--- src/rtl/qe_bus_master.sv ---
// qe_bus_master: 68008-style QL expansion-bus cycle initiator.
// Turns a one-clock read/write request into an asl/dsl strobed bus cycle,
// waits for the responder's dtackl and hands back read data.
// Optional feature macro: QE_BUS_MASTER_TIMEOUT_EN (DS-wait abort path).
//
// Handshake: req/wr/req_addr/req_sp/wdata are sampled on the clock edge where
// req=1 and busy=0 (IDLE); req at any other time is dropped, nothing queues.
// Every accepted request produces exactly one one-clock done pulse (timeout
// marks an aborted cycle), unless rst intervenes, in which case no done follows.
module qe_bus_master #(
    parameter int SETUP_CYCLES   = 1,
    parameter int TIMEOUT_CYCLES = 200
) (
    input  logic       clk,
    input  logic       rst,
    input  logic       req,
    input  logic       wr,
    input  logic [9:0] req_addr,
    input  logic [3:0] req_sp,
    input  logic [7:0] wdata,
    output logic [7:0] rdata,
    output logic       busy,
    output logic       done,
    output logic       timeout,
    output logic [9:0] address,
    output logic [3:0] sp,
    output logic       asl,
    output logic       dsl,
    output logic       rdwl,
    output logic [7:0] db_out,
    output logic       db_oe,
    input  logic [7:0] db_in,
    input  logic       dtackl,
    output logic [2:0] state_dbg
);

    typedef enum logic [2:0] {
        IDLE     = 3'd0,
        SETUP    = 3'd1,
        AS       = 3'd2,
        DS       = 3'd3,
        TERM     = 3'd4,
        WAIT_NEG = 3'd5
    } state_t;

    state_t     state;
    state_t     state_nx;
    logic [3:0] setup_cnt;
    logic       wr_q;
    logic       dtack_m;
    logic       dtack_s;
    logic       accept;
    logic       to_hit;

    // next-cycle values of the registered outputs
    logic       busy_nx;
    logic       done_nx;
    logic       asl_nx;
    logic       dsl_nx;
    logic       rdwl_nx;
    logic       db_oe_nx;
    logic [9:0] address_nx;
    logic [3:0] sp_nx;
    logic [7:0] db_out_nx;
    logic [7:0] rdata_nx;

    assign accept    = (state == IDLE) && req;
    assign state_dbg = state;

`ifdef QE_BUS_MASTER_TIMEOUT_EN
    logic [7:0] to_cnt;

    // DS wait counter: zero outside DS, counts elapsed DS clocks
    always_ff @(posedge clk or posedge rst) begin
        if (rst)              to_cnt <= 8'd0;
        else if (state != DS) to_cnt <= 8'd0;
        else                  to_cnt <= to_cnt + 8'd1;
    end

    // true on the DS clock whose edge is the TIMEOUT_CYCLES-th one
    assign to_hit = (state == DS) && (to_cnt == 8'(TIMEOUT_CYCLES - 1));

    // abort flag, raised with done when DS ends without an acknowledge
    always_ff @(posedge clk or posedge rst) begin
        if (rst) timeout <= 1'b0;
        else     timeout <= (state == DS) && dtack_s && to_hit;
    end
`else
    assign to_hit  = 1'b0;
    // constant 0 for every legal TIMEOUT_CYCLES; DS simply waits for dtack
    assign timeout = (TIMEOUT_CYCLES < 1);
`endif

    // state register, setup counter, direction latch and dtackl synchronizer
    always_ff @(posedge clk or posedge rst) begin
        if (rst) begin
            state     <= IDLE;
            setup_cnt <= 4'd0;
            wr_q      <= 1'b0;
            dtack_m   <= 1'b1;
            dtack_s   <= 1'b1;
        end else begin
            state     <= state_nx;
            setup_cnt <= (state == SETUP) ? setup_cnt + 4'd1 : 4'd0;
            if (accept) wr_q <= wr;
            dtack_m   <= dtackl;
            dtack_s   <= dtack_m;
        end
    end

    // next-state decode; an acknowledge wins over a same-edge timeout
    always_comb begin
        state_nx = state;
        case (state)
            IDLE:     if (req) state_nx = SETUP;
            SETUP:    if (setup_cnt == 4'(SETUP_CYCLES - 1)) state_nx = AS;
            AS:       state_nx = DS;
            DS: begin
                if (!dtack_s)   state_nx = TERM;
                else if (to_hit) state_nx = TERM;
            end
            TERM:     state_nx = timeout ? IDLE : WAIT_NEG;
            WAIT_NEG: if (dtack_s) state_nx = IDLE;
            default:  state_nx = IDLE;
        endcase
    end

    // output decode from the state being entered, so outputs track state exactly
    always_comb begin
        busy_nx    = (state_nx != IDLE);
        done_nx    = (state_nx == TERM);
        asl_nx     = !((state_nx == AS) || (state_nx == DS));
        dsl_nx     = (state_nx != DS);
        address_nx = accept ? req_addr : address;
        sp_nx      = accept ? req_sp   : sp;
        db_out_nx  = (accept && wr) ? wdata : db_out;
        rdata_nx   = rdata;
        if (state_nx == IDLE) rdwl_nx = 1'b1;
        else if (accept)      rdwl_nx = ~wr;
        else                  rdwl_nx = rdwl;
        db_oe_nx = 1'b0;
        if (state_nx inside {SETUP, AS, DS, TERM})
            db_oe_nx = accept ? wr : wr_q;
        if ((state == DS) && !dtack_s && !wr_q)
            rdata_nx = db_in;
    end

    // output registers; reset forces strobes and rdwl high, db_oe low at once
    always_ff @(posedge clk or posedge rst) begin
        if (rst) begin
            busy    <= 1'b0;
            done    <= 1'b0;
            asl     <= 1'b1;
            dsl     <= 1'b1;
            rdwl    <= 1'b1;
            db_oe   <= 1'b0;
            address <= 10'd0;
            sp      <= 4'd0;
            db_out  <= 8'd0;
            rdata   <= 8'd0;
        end else begin
            busy    <= busy_nx;
            done    <= done_nx;
            asl     <= asl_nx;
            dsl     <= dsl_nx;
            rdwl    <= rdwl_nx;
            db_oe   <= db_oe_nx;
            address <= address_nx;
            sp      <= sp_nx;
            db_out  <= db_out_nx;
            rdata   <= rdata_nx;
        end
    end

endmodule
--- config.mk ---
export PLATFORM = sky130hd
export DESIGN_NAME = qe_bus_master
export DESIGN_NICKNAME = d
export VERILOG_FILES = /design/src/rtl/qe_bus_master.sv
export SDC_FILE = /design/constraint.sdc
export NUM_CORES = 1
export LEC_CHECK = 0
export ABC_CLOCK_PERIOD_IN_PS = 1500
export CORE_MARGIN = 2
export CORE_UTILIZATION = 38
export CTS_CLUSTER_SIZE = 40
export DETAILED_ROUTE_END_ITERATION = 8
export HOLD_SLACK_MARGIN = 0.06
export PLACE_DENSITY_LB_ADDON = 0.08
export SYNTH_ARGS = -nofsm -noshare
export SYNTH_HDL_FRONTEND = slang
export SYNTH_SLANG_ARGS = --single-unit
--- constraint.sdc ---
create_clock -name clk -period 1.5 [get_ports clk]
set_input_delay 0.225 -clock clk [delete_from_list [all_inputs] [get_ports clk]]
set_output_delay 0.225 -clock clk [all_outputs]
set_load 0.02 [all_outputs]
# Word-level counts from Yosys, hierarchy flattened

Index checks and enable logic that the tools add are counted.

Flip-flop bits (word level): 46
Input port bits: 35
Output and inout bits: 40
Word-level logic and storage cells: 51

$add $sub $neg: 1
Eq/ne operators: 10
Multiplexer cells: 10
Bitwise operators: 1
Reduce and logical (&&, ||, !) cells: 14

Operators with widths:

| operator            | count |
|---|---|
| $pmux 3 s6          | 1 |
| $eq 3x2->1 const B  | 4 |
| $mux 3              | 4 |
| $eq 3x3->1 const B  | 3 |
| $eq 3x1->1 const B  | 2 |
| $logic_not 3->1     | 2 |
| $add 4x1->4 const B | 1 |
| $logic_and 1x1->1   | 4 |
| $logic_not 4->1     | 1 |
| $mux 1              | 4 |
| $mux 4              | 1 |
| $reduce_bool 4->1   | 1 |
| $logic_not 1->1     | 3 |
| $ne 3x2->1 const B  | 1 |
| $reduce_bool 3->1   | 1 |
| $reduce_bool 2->1   | 1 |
| $logic_or 1x1->1    | 1 |
| $not 1->1           | 1 |

# Logic depth before layout (Yosys ltp)

Depth in word-level cells: 6
Depth in mapped cells: 5
Gate-level depth less buffers: 4

# Least setup slack after synthesis

No wires, ideal clock.

Path kind: reg-to-reg
Start point: reg state[1], in the netlist state_dbg[1]
End point: reg address[0]
Setup time: 125 ps
Arrival time: 1,582 ps
Required time: 1,375 ps
Path slack: -207 ps
Cell stages (with the launch flop): 5
Path buffers: 2
Clock period less this slack: 1,707 ps
Path through: dfrtp_1 > buf_2 > nor4b_4 > buf_6 > mux2_2

Word-level cells in the longest chain between the ends: 2

Ends and longest elaborated chain:

| item                   | RTL line | RTL |
|---|---|---|
| from (decl)            | 46       | `state_t state;` |
| from (signal assigned) | 103      | `state <= state_nx;` |
| $logic_not 3->1        | 67       | `assign accept = (state == IDLE) && req;` |
| $logic_and 1x1->1      | 67       |  |
| to (signal assigned)   | 168      | `address <= address_nx;` |
| to (decl)              | 25       | `output logic [9:0] address,` |

No other way between the ends.
A chain may end at the register's enable or synchronous reset.

# Worst setup path after layout

Start point: reg state[0], in the netlist state_dbg[0]
End point: reg address[3]

The elaborated chain is that of the path after synthesis.

==> run metrics <==
Synth cell types=30; vias=1288; DRT antenna net count=0; initial core utilization=39.0%; die span in y=73.1 um; sequential share of the synthesized area=63.7%; first-pass GRT wire length=6.29 mm; worst r2r src=state_dbg[0]; Pre-Repair DR Iteration Count=4; CTS Buffer Depth=2; Slew Viols, Final=0; LEAKAGE=0.00158 uW; Clock Pin Slew Worst Setup and Hold Paths=0.09 ns; Via density=4.67; CP Capture Type=register; die footprint=0.00535 mm2; min Tclk post-route=1.58 ns; CTS tree=built; Finished Layout Cells=276; port bufs=73; Worst Setup EP=address[3]; Crit Path Category=reg2reg; Worst Path Arrival=1.76 ns; syn_area_per_cell=15.1 um2; Area Overhead vs Synth=69.0%; number of global-route vias before repair=1333; Avg WL per Cell=14.6 um; Register-to-Register Path Depth=5; Post-Syn Area=0.00182 mm2; most frequent cells in the layout=dfrtp_1 (38), clkdlybuf4s50_1 (38), dlymetal6s2s_1 (24); failing checks=negative setup slack; grt total ovfl=0; largest net degree at the start of global routing=47; worst skew pair latency=0.29 ns; clk root buf=clkbuf_8; Syn Nets=157; status=finished, violations left; Synth Warn #=0; row cnt=25; Worst Setup Slack, final=-0.0808 ns; fmax=633 MHz; Sink Count=46; DR iter-0 viols=32; Num CTS Buffers=5; PwrDens=2100 mW/mm2; gr usage total=15.3%; # diodes=0; drt drc=0; Layout Nets=258; MaxCap Viol Count=0; VDD IR max=1.00 mV; dpl cells=261; launching element of the worst setup path=state_dbg[0]; num ports=75; fin crit share=105%; clock skew=0.0101 ns; DP HPWL=2.72 mm; #FFs+latches synth=46; Min Hold Slack=0.272 ns; RSZ-0062 raised after global routing=true; share of cells above drive strength 1=35.6%; area of the core=0.00466 mm2; Worst Hold Class=in2async; Die W=73.1 um; final wirelength=4.03 mm; post-synthesis instance total=120; reg-to-reg critical path endpoint=address[3]; Routability Congestion=0.734; reg2reg setup slack=-0.08 ns; CTS Hold Bufs=0; H-tree depth=2; startpoint types=register; CP required=1.68 ns; critical path peak fanout=7; final-report setup violation count=20; Final Hold Vio Count=0; initial antenna violation count=0
-- repair_timing --
action / 4_1_cts / 5_1_grt
buffers inserted: 4 / 2
pin swaps: 2 / 4
gates resized for setup: 26 / 38
setup endpoints to repair: 34 / 59
endpoints found under the hold margin: 0 / 0
cloned: 0 / 1
-- synth_stat cells (all sizes together) --
cell / instances / area share [%]
nand2: 1 / 0.21
nor2b: 1 / 0.34
xnor2: 1 / 0.48
or2b: 1 / 0.41
and4bb: 1 / 0.69
xor2: 1 / 0.48
nor2: 8 / 2.1
nand3: 2 / 0.55
conb: 1 / 0.21
and2: 1 / 0.34
or3: 1 / 0.62
dfrtp: 41 / 56
dfstp: 5 / 7.2
a21oi: 1 / 0.28
inv: 7 / 1.4
o22ai: 1 / 0.34
nor3b: 1 / 0.41
nor4b: 2 / 2.6
o22a: 1 / 0.48
o31a: 1 / 0.48
nand2b: 1 / 0.34
ha: 2 / 1.4
o21ai: 2 / 0.55
buf: 4 / 1.9
mux2: 30 / 19
a21o: 1 / 0.41
or3b: 1 / 0.62
-- final cells by class --
| cell class | count | area, um2 |
|---|---|---|
| clock buffers | 7 | 76.3 |
| clock inverters | 1 | 30.0 |
| fillers | 349 | 1590 |
| inverters | 7 | 26.3 |
| multi-input cells | 63 | 664 |
| flip-flops and latches | 46 | 1160 |
| well taps | 54 | 67.6 |
| repair buffers | 98 | 1040 |
-- critical path: stages, from the launching register on --
cell and delay [ns]:
dfrtp_2 0.44, buf_6 0.13, nor4b_4 0.25, buf_4 0.18
clkbuf_16 0.16, mux2_4 0.30
-- sequential cells by signal, indices dropped and copies added (netlist names) --
| register | count |
|---|---|
| dtack_m | 1 |
| rdwl | 1 |
| done | 1 |
| asl | 1 |
| dsl | 1 |
| busy | 1 |
| dtack_s | 1 |
| rdata | 8 |
| sp | 4 |
| wr_q | 1 |
| db_oe | 1 |
| db_out | 8 |
| state_dbg | 3 |
| setup_cnt | 4 |
| address | 10 |
-- routing by layer --
layer | part of all wire, % | wire length (um) | GRT usage, % | up-vias
li1 | - | - | - | 604
met1 | 41 | 1670 | 18.9 | 633
met2 | 51 | 2070 | 25.9 | 46
met3 | 6.3 | 254 | 5.11 | 5
met4 | 0.84 | 34 | 3.09 | 0
met5 | 0 | 0 | 0 | -
-- where the power goes --
group / internal (uW) / switching, uW
Clock: 499 / 390
Combinational: 1950 / 1500
Sequential: 1830 / 293
-- per-stage QoR --
stage               total power (uW)  utilization (%)  instance area, um2  TNS, ns  setup WS [ns]
finish                          6450             65.9                3070    -1.01        -0.0808
detailed placement              5420             59.1                2760    -3.95         -0.193
floorplan                       3790                -                1830    -2.15         -0.125
global placement                5320             59.1                2760    -3.05         -0.151
CTS                             6410             63.0                2930   -0.997        -0.0576
global route                    6860             65.9                3070    -2.08         -0.119
-- logic make-up (layout without fill, tap and decap cells) --
family	Yosys count	in the layout	share of synthesized area (%)
XOR/XNOR	2	2	0.964
buffers and inverters	11	113	3.37
AO/OA/AOI/OAI	7	7	2.55
AND/OR/NAND/NOR	21	21	9.23
adder cells (fa/ha/maj)	2	2	1.38
flip-flops	46	46	63.7
multiplexers	30	30	18.6
other	1	1	0.206
-- worst min-delay path by stage --
stage,to,slack [ns],cells after the start
global route,rdata[3],0.30,3
global placement,dtack_s,0.35,0
detailed placement,dtack_s,0.35,0
floorplan,dtack_m,0.23,0
CTS,rdata[3],0.28,3
finish,rdata[3],0.27,3
Note: power is estimated with default switching activity, not from simulation.
